## src/rtl/rv32i_prefetch_fetch_stage.sv

```systemverilog
// Decoupled RV32I fetch: credit-limited sequential prefetch into a small {pc, instr} queue.
// A redirect flushes the queue at once; still-outstanding responses are squashed by count.
module rv32i_prefetch_fetch_stage #(
   parameter logic [31:0] RESET_PC        = 32'h0000_0000,
   parameter int          QUEUE_DEPTH     = 4,
   parameter int          MAX_OUTSTANDING = 2
) (
   input  logic                           i_clk,
   input  logic                           i_rst,
   input  logic                           i_redirect_valid,
   input  logic [31:0]                    i_redirect_pc,
   output logic                           o_imem_req_valid,
   input  logic                           i_imem_req_ready,
   output logic [31:0]                    o_imem_req_addr,
   input  logic                           i_imem_rsp_valid,
   input  logic [31:0]                    i_imem_rsp_data,
   output logic                           o_fetch_valid,
   input  logic                           i_decode_ready,
   output logic [31:0]                    o_fetch_instruction,
   output logic [31:0]                    o_fetch_pc,
   output logic [$clog2(QUEUE_DEPTH):0]   o_queue_count,
   output logic                           o_rsp_error
);

   localparam int QAW = $clog2(QUEUE_DEPTH);
   localparam int CW  = QAW + 1;
   localparam int IW  = $clog2(MAX_OUTSTANDING + 1);
   localparam int PW  = (MAX_OUTSTANDING > 1) ? $clog2(MAX_OUTSTANDING) : 1;
   localparam int OW  = CW + 1;

   localparam logic [OW-1:0] LP_QD    = OW'(QUEUE_DEPTH);
   localparam logic [IW-1:0] LP_MAX   = IW'(MAX_OUTSTANDING);
   localparam logic [PW-1:0] LP_PLAST = PW'(MAX_OUTSTANDING - 1);
   localparam logic [31:0]   LP_NOP   = 32'h0000_0013;

   logic [31:0]    r_fetch_pc;
   logic [IW-1:0]  r_in_flight;
   logic [IW-1:0]  r_discard;
   logic [CW-1:0]  r_q_count;
   logic [QAW-1:0] r_q_rd_ptr;
   logic [QAW-1:0] r_q_wr_ptr;
   logic [PW-1:0]  r_pcf_rd_ptr;
   logic [PW-1:0]  r_pcf_wr_ptr;
   logic           r_rsp_error;

   logic [31:0]    w_q_pc_arr   [QUEUE_DEPTH];
   logic [31:0]    w_q_data_arr [QUEUE_DEPTH];
   logic [31:0]    w_pcf_arr    [MAX_OUTSTANDING];

   logic [IW-1:0]  w_live;
   logic [OW-1:0]  w_occupancy;
   logic           w_req_valid;
   logic           w_accept;
   logic           w_rsp_hit;
   logic           w_rsp_spur;
   logic           w_rsp_drop;
   logic           w_push;
   logic           w_fetch_valid;
   logic           w_pop;
   logic [31:0]    w_rsp_pc;
   logic [31:0]    w_redirect_target;
   logic [IW-1:0]  w_in_flight_next;
   logic [IW-1:0]  w_discard_next;
   logic [CW-1:0]  w_q_count_next;

   function automatic logic [PW-1:0] f_pcf_inc(input logic [PW-1:0] p);
      return (p == LP_PLAST) ? '0 : p + PW'(1);
   endfunction

   // Credit: every live (non-squashed) request already owns a queue slot, so pushes never overflow.
   assign w_live            = r_in_flight - r_discard;
   assign w_occupancy       = OW'(r_q_count) + OW'(w_live);
   assign w_req_valid       = !i_rst && !i_redirect_valid && (r_in_flight < LP_MAX)
                              && (w_occupancy < LP_QD);
   assign w_accept          = w_req_valid && i_imem_req_ready;
   assign w_rsp_hit         = !i_rst && i_imem_rsp_valid && (r_in_flight != '0);
   assign w_rsp_spur        = !i_rst && i_imem_rsp_valid && (r_in_flight == '0);
   assign w_rsp_drop        = (r_discard != '0);
   assign w_push            = w_rsp_hit && !w_rsp_drop && !i_redirect_valid;
   assign w_fetch_valid     = !i_rst && !i_redirect_valid && (r_q_count != '0);
   assign w_pop             = w_fetch_valid && i_decode_ready;
   assign w_rsp_pc          = w_pcf_arr[r_pcf_rd_ptr];
   assign w_redirect_target = i_redirect_pc & 32'hFFFF_FFFC;

   always_comb begin
      w_in_flight_next = r_in_flight;
      if (w_accept && !w_rsp_hit) begin
         w_in_flight_next = r_in_flight + IW'(1);
      end else if (!w_accept && w_rsp_hit) begin
         w_in_flight_next = r_in_flight - IW'(1);
      end

      // No request is accepted during a redirect, so everything still outstanding is stale.
      w_discard_next = r_discard;
      if (i_redirect_valid) begin
         w_discard_next = w_in_flight_next;
      end else if (w_rsp_hit && w_rsp_drop) begin
         w_discard_next = r_discard - IW'(1);
      end

      w_q_count_next = r_q_count;
      if (i_redirect_valid) begin
         w_q_count_next = '0;
      end else if (w_push && !w_pop) begin
         w_q_count_next = r_q_count + CW'(1);
      end else if (!w_push && w_pop) begin
         w_q_count_next = r_q_count - CW'(1);
      end
   end

   always_ff @(posedge i_clk) begin
      if (i_rst) begin
         r_fetch_pc   <= RESET_PC;
         r_in_flight  <= '0;
         r_discard    <= '0;
         r_q_count    <= '0;
         r_q_rd_ptr   <= '0;
         r_q_wr_ptr   <= '0;
         r_pcf_rd_ptr <= '0;
         r_pcf_wr_ptr <= '0;
         r_rsp_error  <= 1'b0;
      end else begin
         r_in_flight <= w_in_flight_next;
         r_discard   <= w_discard_next;
         r_q_count   <= w_q_count_next;
         if (i_redirect_valid) begin
            r_fetch_pc <= w_redirect_target;
            r_q_rd_ptr <= '0;
            r_q_wr_ptr <= '0;
         end else begin
            if (w_accept) begin
               r_fetch_pc <= r_fetch_pc + 32'd4;
            end
            if (w_push) begin
               r_q_wr_ptr <= r_q_wr_ptr + QAW'(1);
            end
            if (w_pop) begin
               r_q_rd_ptr <= r_q_rd_ptr + QAW'(1);
            end
         end
         // Stale entries stay in the PC FIFO and retire as their responses arrive.
         if (w_accept) begin
            r_pcf_wr_ptr <= f_pcf_inc(r_pcf_wr_ptr);
         end
         if (w_rsp_hit) begin
            r_pcf_rd_ptr <= f_pcf_inc(r_pcf_rd_ptr);
         end
         if (w_rsp_spur) begin
            r_rsp_error <= 1'b1;
         end
      end
   end

   generate
      for (genvar gi = 0; gi < QUEUE_DEPTH; gi++) begin : g_queue
         logic [31:0] r_pc;
         logic [31:0] r_data;
         always_ff @(posedge i_clk) begin
            if (w_push && (r_q_wr_ptr == QAW'(gi))) begin
               r_pc   <= w_rsp_pc;
               r_data <= i_imem_rsp_data;
            end
         end
         assign w_q_pc_arr[gi]   = r_pc;
         assign w_q_data_arr[gi] = r_data;
      end

      for (genvar gi = 0; gi < MAX_OUTSTANDING; gi++) begin : g_pcf
         logic [31:0] r_pc;
         always_ff @(posedge i_clk) begin
            if (w_accept && (r_pcf_wr_ptr == PW'(gi))) begin
               r_pc <= r_fetch_pc;
            end
         end
         assign w_pcf_arr[gi] = r_pc;
      end
   endgenerate

   assign o_imem_req_valid    = w_req_valid;
   assign o_imem_req_addr     = r_fetch_pc;
   assign o_fetch_valid       = w_fetch_valid;
   assign o_fetch_instruction = w_fetch_valid ? w_q_data_arr[r_q_rd_ptr] : LP_NOP;
   assign o_fetch_pc          = w_fetch_valid ? w_q_pc_arr[r_q_rd_ptr] : 32'h0000_0000;
   assign o_queue_count       = r_q_count;
   assign o_rsp_error         = r_rsp_error;

endmodule
```

## config.mk

```make
export PLATFORM = sky130hd
export DESIGN_NAME = rv32i_prefetch_fetch_stage
export DESIGN_NICKNAME = d
export VERILOG_FILES = /design/src/rtl/rv32i_prefetch_fetch_stage.sv
export SDC_FILE = /design/constraint.sdc
export NUM_CORES = 1
export LEC_CHECK = 0
export ABC_AREA = 1
export CORE_UTILIZATION = 30
export DETAILED_ROUTE_END_ITERATION = 16
export PLACE_DENSITY = 0.47
export SLEW_MARGIN = 15
export SYNTH_ARGS = -nofsm -noshare
export SYNTH_HDL_FRONTEND = slang
export SYNTH_SLANG_ARGS = --single-unit
```

## constraint.sdc

```tcl
create_clock -name i_clk -period 6.05 [get_ports i_clk]
set_clock_uncertainty 0.05 [all_clocks]
set_input_delay 0.605 -clock i_clk [delete_from_list [all_inputs] [get_ports i_clk]]
set_output_delay 0.605 -clock i_clk [all_outputs]
set_load 0.1 [all_outputs]
```

==> results_dict.tcl, run 1 <==
set metrics [dict create \
    grt_pass1_wl_um 58500 \
    area_growth_pct 22.6 \
    die_y_um 224 \
    syn_area_um2 14800 \
    cts_tree "yes" \
    slowest_delay_ns 0.46 \
    cts_buffers 40 \
    power_density_nw_per_um2 290 \
    drt_wl_total_um 38000 \
    total_power_mw 5.26 \
    clk_latency_ns 0.53 \
    clock_path_buffers 3 \
    wl_per_cell_um 17.0 \
    status "completed" \
    avgViaCountPerCell 4.52 \
    grt_antenna_before_repair 0 \
    yosys_warnings 0 \
    final_nets 1631 \
    crit_top_cell "buf_4" \
    drive_above_1_share 0.0940 \
    finalHoldViolCount 0 \
    cts_htree_levels 2 \
    path_buf_inv 6 \
    drc 0 \
    cp_top_family "buffers and inverters" \
    ir_drop_v 0.000162 \
    postSynthCellCount 1397 \
    cp_cell_sequence "clkdlybuf4s50_1 -> buf_4 -> nor2_8 -> inv_2 -> a21oi_4 -> clkinv_2 -> buf_4 -> a21oi_1 -> buf_4" \
    drtAntennaViolNets 0 \
    io_buffers 165 \
    ys_seq_elements 352 \
    fin_crit_sh 0.695 \
    grt_usage 0.153 \
    cts.sinks 352 \
    cts_resized 0 \
    dp_hpwl_um 22400 \
    core-area_um2 48100 \
    num-fill-cells 4751 \
    avgSynthCellArea_um2 10.6 \
    maxCapViolations 0 \
    fin_tns_setup_ns 0 \
    min_path_type "flip-flop to flip-flop" \
    fmax_mhz 238 \
    postCtsSetupBuffers 0 \
    fin_crit_ns 4.21 \
    vias 10093 \
    cts_hold_buffers 0 \
    place.gp.congestion 0.822 \
    crit_path_max_fanout 37 \
    seq_area_frac_synth 0.686 \
    die_w_um 224 \
    finalSetupViolCount 0 \
    grt_max_degree 89 \
    cp_slowest_cell "buf_4" \
    startpoint_type "input port" \
    p_leak_nw 6.43 \
    dr.first_iter.drc_count 597 \
    slew_violations 0 \
    worstPathArrival_ns 3.55 \
    synth_cell_types 37 \
    path_clk_slew_ns 0.06 \
    slew_headroom 0.289 \
    rows 80 \
    cp_data_required_time_ns 5.39 \
    synth_edf_count 308 \
    dr.pass1.iters 5 \
    synthArstFlopShare 0 \
    cts-root-buf "clkbuf_16" \
    dieArea_um2 50100 \
    rsz0062_at_grt "false" \
    antenna_cells 0 \
    overflow 0 \
    reg2reg_slack_ns 3.05 \
    grt_pass1_vias 9737 \
    synth-main-ff-cell "edfxtp_1" \
    io_pins 172 \
    critPathKind "input port to output port" \
    worst_pin_slew_ns 1.07 \
    endpoint_kind "output port" \
    start_util 0.307 \
]
[power by group]
part | leakage (nW) | internal, mW | switching [mW]
Clock | 0.577 | 1.28 | 0.922
Sequential | 3.14 | 2.67 | 0.0376
Combinational | 2.72 | 0.101 | 0.242
Total | 6.43 | 4.05 | 1.20
[cell families after synthesis]
family / share of synthesized area
xor+xnor: 0.00830
buf+inv: 0.0396
simple gates: 0.172
other cells: 0.000254
compound gates: 0.0839
fa+ha+maj: 0.00983
flops: 0.686
[flip-flops by register name, indices dropped and copies added (netlist names)]
signal	flops
o_imem_req_addr	30
g_queue.r_data	128
r_q_rd_ptr	2
g_pcf.r_pc	60
o_rsp_error	1
g_queue.r_pc	120
r_in_flight	2
r_q_wr_ptr	2
r_pcf_wr_ptr	1
r_pcf_rd_ptr	1
r_discard	2
o_queue_count	3
[worst reg2reg max path, cell delays in order, from the launching register on]
cell and delay [ns]:
dfxtp_1 0.32, inv_1 0.08, ha_1 0.21, xnor2_1 0.16, xor2_1 0.16, inv_1 0.05, ha_1 0.26, nand2_1 0.07
o21ai_1 0.09, nor2_4 0.16, nand2_4 0.23, nor2_4 0.76
[cell type report]
| cell class | count | area, um^2 | area share |
|---|---|---|---|
| Tap cell | 656 | 821 | 0.0453 |
| Multi-Input combinational cell | 912 | 4110 | 0.227 |
| Inverter | 66 | 253 | 0.0140 |
| Sequential cell | 352 | 10100 | 0.560 |
| Timing Repair Buffer | 178 | 1610 | 0.0891 |
| Clock buffer | 47 | 1060 | 0.0585 |
| Clock inverter | 20 | 114 | 0.00629 |
[path summary, 6_finish.rpt]
path,endpoint,cells after the start,startpoint
hold / removal,o_rsp_error$_SDFFE_PP0P_,2,o_rsp_error$_SDFFE_PP0P_
hold reg to reg,o_rsp_error$_SDFFE_PP0P_,2,o_rsp_error$_SDFFE_PP0P_
setup reg to reg,g_pcf[0].r_pc[9]$_DFFE_PP_,11,r_in_flight[0]$_SDFF_PP0_
setup / recovery,o_fetch_pc[16],9,i_redirect_valid
[placed cells by master (no fill, tap or decap), types with 2 or more instances in the layout]
cell	instances
nor2_1	323
edfxtp_1	308
nand2_1	260
o21ai_0	134
clkdlybuf4s50_1	106
a21oi_1	86
buf_4	71
inv_1	60
dfxtp_1	42
clkbuf_16	41
nand3_1	32
clkinv_2	11
o21ai_1	11
clkinv_1	11
xor2_1	10
ha_1	10
nand3b_1	9
nor2_4	8
clkbuf_1	5
xnor2_1	4
conb_1	4
nand2_2	3
a31oi_1	3
inv_2	2
o311ai_0	2
nand4_1	2
[Yosys cell counts (4+ instances only)]
cell / instances / area share
o21ai_1: 11 / 0.0037
xor2_1: 10 / 0.0059
buf_4: 8 / 0.0041
buf_6: 4 / 0.0030
a21oi_1: 86 / 0.029
edfxtp_1: 308 / 0.63
dfxtp_1: 44 / 0.060
xnor2_1: 4 / 0.0024
nand3b_1: 9 / 0.0046
o21ai_0: 134 / 0.045
nor2_1: 329 / 0.084
inv_2: 5 / 0.0013
buf_1: 5 / 0.0013
clkbuf_1: 43 / 0.011
buf_2: 10 / 0.0034
ha_1: 10 / 0.0085
nand2_1: 260 / 0.066
inv_1: 60 / 0.015
nand3_1: 32 / 0.011
[through the flow]
step	worst slack, ns	cell area, um^2	instances	util	hold slack (ns)
floorplan	1.19	14800	1400	-	0.409
finish	1.84	18100	2231	0.376	0.433
detailed placement	1.73	16900	2164	0.352	0.413
global placement	1.80	16900	2164	0.352	0.416
CTS	1.73	18100	2231	0.376	0.444
global route	1.58	18100	2231	0.376	0.479
[per-layer routing]
layer / part of all wire / wire (um) / GRT usage / vias up
met3: 0.043 / 1640 / 0.0289 / 53
li1: - / - / - / 5027
met2: 0.46 / 17600 / 0.242 / 219
met1: 0.47 / 18000 / 0.214 / 4794
met5: 0 / 0 / 0 / -
met4: 0.021 / 790 / 0.0415 / 0
Note: power is estimated with default switching activity, not from simulation.
==> run 2: changes to the inputs <==
==> constraint.sdc (replaced) <==
create_clock -name i_clk -period 4.15 [get_ports i_clk]
set_clock_uncertainty 0.05 [all_clocks]
set_input_delay 0.415 -clock i_clk [delete_from_list [all_inputs] [get_ports i_clk]]
set_output_delay 0.415 -clock i_clk [all_outputs]
set_load 0.1 [all_outputs]
==> run 2 against run 1 <==
Against the previous run: die area stayed put; worst hold slack worse by 0.014 ns; highest routed layer unchanged; critical path depth is 4 lower; critical path type is now flip-flop to output port.
==> results_dict.tcl, run 2 (synthesized netlist as in run 1, its figures left out) <==
set metrics [dict create \
    status "completed" \
    cts_resized 0 \
    final_nets 1639 \
    slew_violations 0 \
    grt_usage 0.150 \
    worst_pin_slew_ns 0.996 \
    cp_slowest_cell "inv_2" \
    drt_wl_total_um 37400 \
    clockPowerShare 0.430 \
    reg.largest.list "g_queue.r_data: 128 flops, g_queue.r_pc: 120 flops, g_pcf.r_pc: 60 flops" \
    min_path_type "input port to flip-flop" \
    cts_tree "yes" \
    dr.pass1.iters 7 \
    path_clk_slew_ns 0.05 \
    crit_path_max_fanout 48 \
    worstReg2RegStart "r_in_flight[0]$_SDFF_PP0_" \
    fin_util 0.398 \
    crit_top_cell "buf_4" \
    cp_top_family "buffers and inverters" \
    reg2reg_slack_ns 1.31 \
    whs_path_depth 3 \
    power_frac_seq 0.505 \
    switchingPower_mw 1.74 \
    antenna_cells 0 \
    cp_data_required_time_ns 3.68 \
    core-area_um2 48100 \
    maxCapViolations 0 \
    grt_max_degree 63 \
    grt_antenna_before_repair 0 \
    cp_cell_sequence "inv_2 -> buf_4 -> nor2_1 -> o311ai_1 -> buf_4" \
    io_pins 172 \
    worstHoldStart "i_redirect_pc[3]" \
    dr.first_iter.drc_count 485 \
    clk_latency_ns 0.54 \
    total_power_mw 7.82 \
    worstHoldEndpoint "o_imem_req_addr[3]$_SDFFE_PP0P_" \
    rsz0062_at_grt "false" \
    endpoint_kind "output port" \
    fin_crit_sh 0.790 \
    power_density_nw_per_um2 408 \
    grt_pass1_wl_um 57800 \
    fmax_mhz 305 \
    final_common_cell "nor2_1" \
    dp_hpwl_um 22500 \
    cts_hold_buffers 0 \
    fin_tns_setup_ns 0 \
    r2r-end "o_imem_req_addr[16]$_SDFFE_PP0P_" \
    drive_above_1_share 0.125 \
    fin_crit_ns 3.28 \
    avgViaCountPerCell 4.54 \
    dieArea_um2 50100 \
    dp_slack_ns 0.665 \
    place_area_um2 17900 \
    cts.sinks 352 \
    reg2regPathDepth 15 \
    path_buf_inv 3 \
    cts_buffers 40 \
    combPwrFrac 0.065 \
    ir_drop_v 0.000233 \
    die_w_um 224 \
    slew_headroom 0.334 \
    final_cell_mix "323 x nor2_1, 308 x edfxtp_1, 260 x nand2_1" \
    io_buffers 165 \
    die_y_um 224 \
    max_flop_register "g_queue.r_data" \
    start_util 0.307 \
    postCtsSetupBuffers 0 \
    slowest_delay_ns 0.55 \
    startpoint_type "flip-flop" \
    drc 0 \
    setup_slack_ns 0.873 \
    wl_per_cell_um 16.7 \
    switching_share 0.222 \
    stdcell_area_um2 19200 \
    overflow 0 \
    p_leak_nw 6.66 \
    drtAntennaViolNets 0 \
    rows 80 \
    worstPathArrival_ns 2.81 \
    p_int_mw 6.08 \
    cts-root-buf "clkbuf_16" \
    finalHoldViolCount 0 \
    clock_path_buffers 3 \
    area_growth_pct 29.7 \
    vias 10179 \
    critPathKind "flip-flop to output port" \
    grt_pass1_vias 10031 \
    finalSetupViolCount 0 \
    cts_htree_levels 2 \
    largest_reg_flops 128 \
    place.gp.congestion 0.853 \
]
run 2: layout make-up:
cell class | instances | area [um^2]
fill | 4593 | 29000
sequential | 352 | 10100
clock buffer | 58 | 1110
clock inverter | 12 | 130
multi-input combinational | 912 | 4250
inverter | 66 | 250
timing repair buffer | 186 | 2460
tap | 656 | 821
run 2: per-layer routing:
layer,track usage,wire length (um)
met5,0,0
met4,0.0424,720
met3,0.0331,1850
met2,0.242,17100
met1,0.203,17700
run 2: worst max path at each step:
stage	start	endpoint	slack, ns	cells past startpoint
3_3_place_gp	i_redirect_valid	o_queue_count[2]$_SDFFE_PP0P_	0.66	11
5_1_grt	r_q_rd_ptr[0]$_SDFFE_PP0P_	o_fetch_instruction[1]	0.63	7
4_1_cts	r_q_rd_ptr[0]$_SDFFE_PP0P_	o_fetch_instruction[1]	0.78	5
2_1_floorplan	o_queue_count[0]$_SDFFE_PP0P_	o_fetch_pc[21]	-0.17	6
3_5_place_dp	i_redirect_valid	o_queue_count[2]$_SDFFE_PP0P_	0.67	11
6_report	r_q_rd_ptr[0]$_SDFFE_PP0P_	o_fetch_instruction[1]	0.87	5
run 2: worst min-delay path: stages:
cell and delay (ns):
clkdlybuf4s50_1 0.40, nand2_1 0.06, a31oi_1 0.07
run 2: through the flow:
stage / hold slack, ns / instances
6_report: 0.419 / 2242
5_1_grt: 0.437 / 2242
4_1_cts: 0.380 / 2242
3_5_place_dp: 0.416 / 2172
3_3_place_gp: 0.417 / 2172
2_1_floorplan: 0.409 / 1400
run 2: power by group through the flow:
stage	clock, mW	sequential (mW)	combinational, mW
after global placement	0	4.02	0.504
after global routing	3.62	3.96	0.543
after detailed placement	0	4.03	0.508
final	3.37	3.95	0.506
after CTS	3.48	3.95	0.510
after floorplan	0	4.14	0.196
